<file path="config.mk">
export PLATFORM = sky130hd
export DESIGN_NAME = pipelined_mantissa_adder_flat
export DESIGN_NICKNAME = d
export VERILOG_FILES = /design/src/rtl/fp_add_pkg.sv /design/src/rtl/pipelined_mantissa_adder_if.sv /design/src/rtl/full_adder.sv /design/src/rtl/ripple_chunk_adder.sv /design/src/rtl/pipelined_mantissa_adder.sv /design/src/flat_wrapper.sv
export SDC_FILE = /design/constraint.sdc
export NUM_CORES = 1
export LEC_CHECK = 0
export ABC_AREA = 0
export BUFFER_PORTS_ARGS = -buffer_cell sky130_fd_sc_hd__buf_2
export CORE_AREA = 4 4 83 65
export CTS_BUF_LIST = sky130_fd_sc_hd__clkbuf_8
export CTS_CLUSTER_SIZE = 40
export DETAILED_ROUTE_END_ITERATION = 16
export DIE_AREA = 0 0 87 69
export GPL_TIMING_DRIVEN = 0
export PLACE_DENSITY = 0.78
export SKIP_CTS_REPAIR_TIMING = 1
export SYNTH_ARGS = -nofsm -noshare
export SYNTH_HDL_FRONTEND = slang
export SYNTH_SLANG_ARGS = --single-unit
export TNS_END_PERCENT = 1
</file>
<file path="constraint.sdc">
create_clock -name clk -period 2.4 [get_ports clk]
set_clock_uncertainty 0.15 [all_clocks]
set_input_delay 0.12 -clock clk [delete_from_list [all_inputs] [get_ports clk]]
set_output_delay 0.12 -clock clk [all_outputs]
set_load 0.02 [all_outputs]
</file>
<file path="src/rtl/fp_add_pkg.sv">
// Shared definitions for the pipelined mantissa adder: chunk geometry helpers
// and the per-stage control record (data fields are width-dependent and live per stage).
package fp_add_pkg;

    // Width-independent part of a stage record; pending A/B' bits and the
    // partial sum are sized per stage because each stage holds a different slice.
    typedef struct packed {
        logic valid;
        logic carry;
    } stage_ctl_t;

    function automatic int unsigned ceil_div(input int unsigned n, input int unsigned d);
        return (n + d - 1) / d;
    endfunction

    function automatic int unsigned chunk_hi(input int unsigned k, input int unsigned cw,
                                             input int unsigned width);
        return ((k + 1) * cw < width) ? (k + 1) * cw : width;
    endfunction

endpackage

</file>
<file path="src/rtl/pipelined_mantissa_adder_if.sv">
// Operand/result handshake bundle between alignment shifter, adder and normaliser.
interface pipelined_mantissa_adder_if #(
    parameter int unsigned WIDTH = 11
);
    logic             in_valid;
    logic             in_ready;
    logic [WIDTH-1:0] a;
    logic [WIDTH-1:0] b;
    logic             cin;
    logic             sub;
    logic             out_valid;
    logic             out_ready;
    logic [WIDTH-1:0] sum;
    logic             cout;
    logic             zero;

    modport master (
        output in_valid, a, b, cin, sub, out_ready,
        input  in_ready, out_valid, sum, cout, zero
    );

    modport slave (
        input  in_valid, a, b, cin, sub, out_ready,
        output in_ready, out_valid, sum, cout, zero
    );
endinterface

</file>
<file path="src/rtl/full_adder.sv">
// Single-bit full-adder cell.
module full_adder (
    input  logic a_i,
    input  logic b_i,
    input  logic c_i,
    output logic s_o,
    output logic c_o
);
    assign s_o = a_i ^ b_i ^ c_i;
    assign c_o = (a_i & b_i) | (c_i & (a_i ^ b_i));
endmodule

</file>
<file path="src/rtl/ripple_chunk_adder.sv">
// Combinational W-bit ripple adder built from full-adder cells.
module ripple_chunk_adder #(
    parameter int unsigned W = 4
) (
    input  logic [W-1:0] a_i,
    input  logic [W-1:0] b_i,
    input  logic         c_i,
    output logic [W-1:0] s_o,
    output logic         c_o
);
    // Carry kept as one net per bit so the chain is not a self-referencing vector.
    for (genvar i = 0; i < W; i++) begin : g_bit
        logic ci;
        logic co;
        if (i == 0) begin : g_lsb
            assign ci = c_i;
        end else begin : g_chain
            assign ci = g_bit[i-1].co;
        end
        full_adder u_fa (
            .a_i (a_i[i]),
            .b_i (b_i[i]),
            .c_i (ci),
            .s_o (s_o[i]),
            .c_o (co)
        );
    end

    assign c_o = g_bit[W-1].co;
endmodule

</file>
<file path="src/rtl/pipelined_mantissa_adder.sv">
// WIDTH-bit add/sub whose carry chain is cut into STAGES registered chunks,
// with valid/ready flow control and sum/carry/zero results.
module pipelined_mantissa_adder
    import fp_add_pkg::*;
#(
    parameter int unsigned WIDTH  = 11,
    parameter int unsigned STAGES = 3
) (
    input logic                       clk,
    input logic                       rst_n,
    pipelined_mantissa_adder_if.slave bus
);
    localparam int unsigned CW = ceil_div(WIDTH, STAGES);

    if (WIDTH < 2 || STAGES < 1 || STAGES > WIDTH || (STAGES - 1) * CW >= WIDTH) begin : g_param_check
        $error("pipelined_mantissa_adder: WIDTH/STAGES leave an empty carry chunk");
    end

    logic             advance;
    logic [WIDTH-1:0] b_eff;
    logic             c0;
    logic             zero_q;

    assign b_eff = bus.sub ? ~bus.b : bus.b;
    assign c0    = bus.sub ? ~bus.cin : bus.cin;

    for (genvar k = 0; k < STAGES; k++) begin : g_stage
        localparam int unsigned LO = k * CW;
        localparam int unsigned HI = chunk_hi(k, CW, WIDTH);
        localparam int unsigned W  = HI - LO;

        logic [WIDTH-LO-1:0] a_in;
        logic [WIDTH-LO-1:0] b_in;
        logic [W-1:0]        s_chunk;
        logic [HI-1:0]       s_d;
        logic [HI-1:0]       s_q;
        logic                c_in;
        logic                c_out;
        logic                v_in;
        stage_ctl_t          ctl_q;

        // a_in/b_in hold operand bits [WIDTH-1:LO]; s_q holds completed sum bits [HI-1:0].
        if (k == 0) begin : g_head
            assign a_in = bus.a;
            assign b_in = b_eff;
            assign c_in = c0;
            assign v_in = bus.in_valid;
            assign s_d  = s_chunk;
        end else begin : g_body
            assign a_in = g_stage[k-1].g_fwd.a_q;
            assign b_in = g_stage[k-1].g_fwd.b_q;
            assign c_in = g_stage[k-1].ctl_q.carry;
            assign v_in = g_stage[k-1].ctl_q.valid;
            assign s_d  = {s_chunk, g_stage[k-1].s_q};
        end

        ripple_chunk_adder #(.W(W)) u_add (
            .a_i (a_in[W-1:0]),
            .b_i (b_in[W-1:0]),
            .c_i (c_in),
            .s_o (s_chunk),
            .c_o (c_out)
        );

        always_ff @(posedge clk) begin
            if (!rst_n) begin
                ctl_q <= '0;
                s_q   <= '0;
            end else if (advance) begin
                ctl_q.valid <= v_in;
                ctl_q.carry <= c_out;
                s_q         <= s_d;
            end
        end

        if (k < STAGES - 1) begin : g_fwd
            logic [WIDTH-HI-1:0] a_q;
            logic [WIDTH-HI-1:0] b_q;

            always_ff @(posedge clk) begin
                if (!rst_n) begin
                    a_q <= '0;
                    b_q <= '0;
                end else if (advance) begin
                    a_q <= a_in[WIDTH-LO-1:W];
                    b_q <= b_in[WIDTH-LO-1:W];
                end
            end
        end else begin : g_last
            always_ff @(posedge clk) begin
                if (!rst_n) begin
                    zero_q <= 1'b0;
                end else if (advance) begin
                    zero_q <= (s_d == '0);
                end
            end
        end
    end

    // The whole pipe moves together; a held result freezes every stage behind it.
    assign advance       = !g_stage[STAGES-1].ctl_q.valid || bus.out_ready;
    assign bus.in_ready  = advance;
    assign bus.out_valid = g_stage[STAGES-1].ctl_q.valid;
    assign bus.cout      = g_stage[STAGES-1].ctl_q.carry;
    assign bus.sum       = g_stage[STAGES-1].s_q;
    assign bus.zero      = zero_q;

endmodule

</file>
<file path="src/flat_wrapper.sv">
// flat-port wrapper written by rule: the top's interface ports become plain ports
module pipelined_mantissa_adder_flat import fp_add_pkg::*;
#(
    parameter int unsigned WIDTH  = 11,
    parameter int unsigned STAGES = 3
)
  (clk, rst_n, bus_in_valid, bus_a, bus_b, bus_cin, bus_sub, bus_out_ready, bus_in_ready, bus_out_valid, bus_sum, bus_cout, bus_zero);
  pipelined_mantissa_adder_if #(.WIDTH(WIDTH)) bus_i ();
  input logic clk;
  input logic rst_n;
  input wire logic [$bits(bus_i.in_valid)-1:0] bus_in_valid;
  input wire logic [$bits(bus_i.a)-1:0] bus_a;
  input wire logic [$bits(bus_i.b)-1:0] bus_b;
  input wire logic [$bits(bus_i.cin)-1:0] bus_cin;
  input wire logic [$bits(bus_i.sub)-1:0] bus_sub;
  input wire logic [$bits(bus_i.out_ready)-1:0] bus_out_ready;
  output wire logic [$bits(bus_i.in_ready)-1:0] bus_in_ready;
  output wire logic [$bits(bus_i.out_valid)-1:0] bus_out_valid;
  output wire logic [$bits(bus_i.sum)-1:0] bus_sum;
  output wire logic [$bits(bus_i.cout)-1:0] bus_cout;
  output wire logic [$bits(bus_i.zero)-1:0] bus_zero;
  assign bus_i.in_valid = bus_in_valid;
  assign bus_i.a = bus_a;
  assign bus_i.b = bus_b;
  assign bus_i.cin = bus_cin;
  assign bus_i.sub = bus_sub;
  assign bus_i.out_ready = bus_out_ready;
  assign bus_in_ready = bus_i.in_ready;
  assign bus_out_valid = bus_i.out_valid;
  assign bus_sum = bus_i.sum;
  assign bus_cout = bus_i.cout;
  assign bus_zero = bus_i.zero;
  pipelined_mantissa_adder #(.WIDTH(WIDTH), .STAGES(STAGES)) u_core (.clk(clk), .rst_n(rst_n), .bus(bus_i));
endmodule
</file>
Word level (Yosys, flattened, before mapping). Index checks and enable logic that the tools add are counted.

Bits in registers: 50. Input bits: 28.

Reduce and logical (&&, ||, !) cells: 3. Bitwise logic cells: 57. Multiplexer cells: 2.

Operators with widths (number): AND 1 bit (22); bitwise XOR 1 bit (22); logical NOT 11 bit (1); two-way mux 11 bit (1); inverter 11 bit (1); bitwise OR 1 bit (11); logical NOT 1 bit (1); logical OR 1 bit (1); two-way mux 1 bit (1); inverter 1 bit (1).

Depth between registers and ports, before layout.
Word-level depth: 11. Depth in mapped cells: 9. Depth with buffers taken out: 9.

Hierarchy. From an unflattened synthesis, not the netlist that was laid out.

Cell total of the unflattened synthesis: 236. Area total of the unflattened synthesis: 2218.4 µm².

Modules (own cells, without submodules): pipelined_mantissa_adder (sequential area each 1001.0 µm², cells each 225, area each 1998.2 µm², times used 1); full_adder (sequential area each 0.0 µm², cells each 1, area each 20.0 µm², times used 11).

Worst setup path before layout. Ideal clock, no wire load.

Path kind: input to register. Start: in bus_sub. End: reg u_core.g_stage[0].s_q[3]. Library setup time: 0.122 ns. Data required time: 2.128 ns. Setup slack: -0.020 ns. Arrival time: 2.148 ns. Stages: 9. Buffers on the path: 1. Path through: buf_4 xnor2_1 fa_1 fa_1 fa_1 inv_1 fa_1 nand2_1 a21boi_0.

Word-level cells in the longest chain between the ends: 9. Elaborated cells between the ends (all ways): 16. Those cells by class: mux (2); bitwise (14).

RTL lines: from (decl) (RTL line flat_wrapper.sv:15) `input wire logic [$bits(bus_i.sub)-1:0] bus_sub;`; two-way mux 11 bit (RTL line pipelined_mantissa_adder.sv:24) `assign b_eff = bus.sub ? ~bus.b : bus.b;`; bitwise XOR 1 bit (RTL line full_adder.sv:10) `assign c_o = (a_i & b_i) | (c_i & (a_i ^ b_i));`; AND 1 bit (RTL line full_adder.sv:10); bitwise OR 1 bit (RTL line full_adder.sv:10); AND 1 bit (RTL line full_adder.sv:10); bitwise OR 1 bit (RTL line full_adder.sv:10); AND 1 bit (RTL line full_adder.sv:10); bitwise OR 1 bit (RTL line full_adder.sv:10); bitwise XOR 1 bit * (RTL line full_adder.sv:9) `assign s_o = a_i ^ b_i ^ c_i;`; net u_core.g_stage[0].u_add.g_bit[3].u_fa.s_o (RTL line full_adder.sv:6) `output logic s_o,`; to (signal assigned) (RTL line pipelined_mantissa_adder.sv:68) `s_q <= '0;`; to (signal assigned) (RTL line pipelined_mantissa_adder.sv:72) `s_q <= s_d;`; to (decl) (RTL line pipelined_mantissa_adder.sv:36) `logic [HI-1:0] s_q;`.

The timed path passes the listed nets; every way through them passes the cells marked *. A chain may end at the register's enable or synchronous reset.

Worst setup path after layout. Ends and elaborated chain as after synthesis.

==> flow_summary.ini <==
[setup_path]
crit_path_frequent_cell = fa_1
endpoint_kind = flip-flop
slowest_stage = fa_1
worstPathRequired_ns = 2.45
slowest_delay_ns = 0.42
path_buf_inv = 3
crit_chain = buf_2 > buf_4 > xnor2_1 > fa_1 > fa_2 > fa_1 > inv_1 > fa_1 > nand2_1 > a21boi_0
cp_max_fo = 10
crit_family = adder cells
arrival_ns = 2.35
worstSetupPathType = input pin to flip-flop
cp-start-kind = input pin

[place]
place.detailed.hpwl_um = 3470
gp_congestion = 0.772
portBuffers = 42
placed_cells = 345

[logic_synthesis]
syn_avg_cell_area_um2 = 9.26
syn-cell-area_um2 = 2280
ys_seq_area_share_pct = 44.0
synth_top_cells_by_count = nand2_1 (81), dfxtp_1 (50), a21boi_0 (25)
synth_edf_count = 0
syn-instance-count = 246
yosysUniqueCellTypes = 22
synth_flop_cell = dfxtp_1
synthTopCellsByArea = dfxtp_1 (44%), nand2_1 (13%), fa_1 (9.7%)
syn_nets = 285
yosysTopAreaCell = dfxtp_1
synth_warnings = 0
synth_most_common_cell = nand2_1
synth_top_area_share_pct = 44.0
ys_seq_elements = 50
synthArstFlopShare_pct = 0

[routing]
wl_per_cell_um = 13.0
drc = 0
drt-pass1-iter-count = 4
drtIter0Drc = 72
num_vias = 1758
viasPerCell = 4.87
final_antenna_net_count = 0
routed_wirelength_um = 4690

[clocking]
clock-sinks = 50
htree_levels = 2
insertion_delay_ns = 0.30
path_clk_slew_ns = 0.09
numCtsBuffers = 5
cts_tree = done
clock_path_buffers = 2
clockRootBuffer = clkbuf_8

[sta]
fin_hold_ws_ns = 0.0102
fin_crit_ns = 2.30
rsz0062_at_grt = no
max_slew_margin_pct = 64.1
final_hold_viol_count = 0
drv_slew = 0
finalSetupViolCount = 0
fmax_ghz = 0.434
setup_tns_ns = 0
worstMarginPinSlew_ns = 0.538
min_period_over_period_pct = 95.9

[final_layout]
nFillCells = 407
antenna_cells = 0
fin_util_pct = 61.2
ff_latch_area_um2 = 1000
final_cells = 361
multi_input_area_um2 = 1110
layout-drive-gt1-share_pct = 21.7
area_growth_pct = 20.8
num-nets-final = 342

[power_and_ir_drop]
power-per-cell-area_nw_per_um2 = 635
power.leakage_nw = 1.33
finalPower_mw = 1.75
peakVddDrop_v = 0.000402

[global_route]
busiest_layer = met2
grt_pass1_wl_um = 7950
track_usage_pct = 16.7
use_met3_pct = 5.48
met2_usage_pct = 25.7
grt_pass1_vias = 1739
grt_max_degree = 15
overflow = 0
antenna_found_initial = 0
grt_use_met1_pct = 22.4

[run_status]
status = finished, final reports clean

[flow_run]
cap_violations = 0

[floorplanning]
rows = 21
core_um2 = 4490
die_h_um = 69
ioPinCount = 43
die_w_um = 87
initial_core_util_pct = 50.7
die_area_um2 = 6000

[worst_hold_path]
hp-class = input pin to flip-flop
==> registers in the layout (all words and copies together), names as in the netlist, 2 cells and up <==
signal	flops
u_core.g_stage.s_q	12
u_core.g_stage.v_in	2
u_core.g_stage.g_fwd.a_q	10
u_core.bus.sum	11
u_core.g_stage.c_in	2
u_core.g_stage.g_fwd.b_q	10
==> placed cells by master (no fill, tap or decap), drive strengths merged <==
master       count
o21ai            1
o21a             1
nor4b            1
nor2             1
xor2             1
nor2b            1
inv             20
nand2           81
a21boi          32
clkbuf          11
nor4             1
nand3            1
xnor2           11
clkinv           1
dfxtp           50
fa              11
dlygate4sd3      8
buf             54
nand4            1
o211a           16
==> metrics by stage <==
step / setup WS [ns] / instance area (um^2)
4_1_cts: -0.0147 / 2650
3_3_place_gp: -0.215 / 2560
5_1_grt: 0.00422 / 2750
2_1_floorplan: 0.0175 / 2280
6_report: 0.0977 / 2750
3_5_place_dp: -0.242 / 2560
==> routing by layer <==
metal  routed length, um  vias up
met5                   0        -
met3                 222        5
met4                  51        0
met1                2310      822
li1                    -      895
met2                2120       36
==> cell type report <==
cell class | count | share of cell area [%]
flip-flops and latches | 50 | 36.4
clock inverters | 2 | 0.318
inverters | 19 | 2.59
repair buffers | 50 | 10.6
clock buffers | 6 | 3.00
well taps | 57 | 2.59
plain buffers | 17 | 4.32
multi-input cells | 160 | 40.2
==> worst register-to-register path: cells and delay by family, from the launching register on <==
kind	cells	cell delay, ns
fa+ha+maj	3	1.14
buf+inv	3	0.21
compound gates	1	0.13
simple gates	2	0.26
flops	1	0.33
==> kinds of logic after synthesis <==
group | synth area share (%)
buffers and inverters | 8.35
XOR/XNOR | 4.62
AND/OR/NAND/NOR | 15.3
adder cells (fa/ha/maj) | 9.67
flip-flops | 44.0
AO/OA/AOI/OAI | 18.1
==> final timing paths <==
path                                  startpoint                              to  slack [ns]  cells past startpoint
hold reg to reg                u_core.bus.sum[4]               u_core.bus.sum[4]        0.31                      2
hold / removal                         bus_b[10]  u_core.g_stage[0].g_fwd.b_q[6]        0.01                      4
setup reg to reg  u_core.g_stage[1].g_fwd.b_q[0]                 u_core.bus.zero        0.12                      9
setup / recovery                         bus_sub        u_core.g_stage[0].s_q[3]         0.1                     10
==> report_power, final <==
| part | total [mW] | internal (mW) | switching [mW] |
|---|---|---|---|
| sequential | 0.947 | 0.902 | 0.0457 |
| clock | 0.498 | 0.229 | 0.270 |
| combinational | 0.302 | 0.150 | 0.152 |
| total | 1.75 | 1.28 | 0.467 |
(Power assumes the default switching activity.)
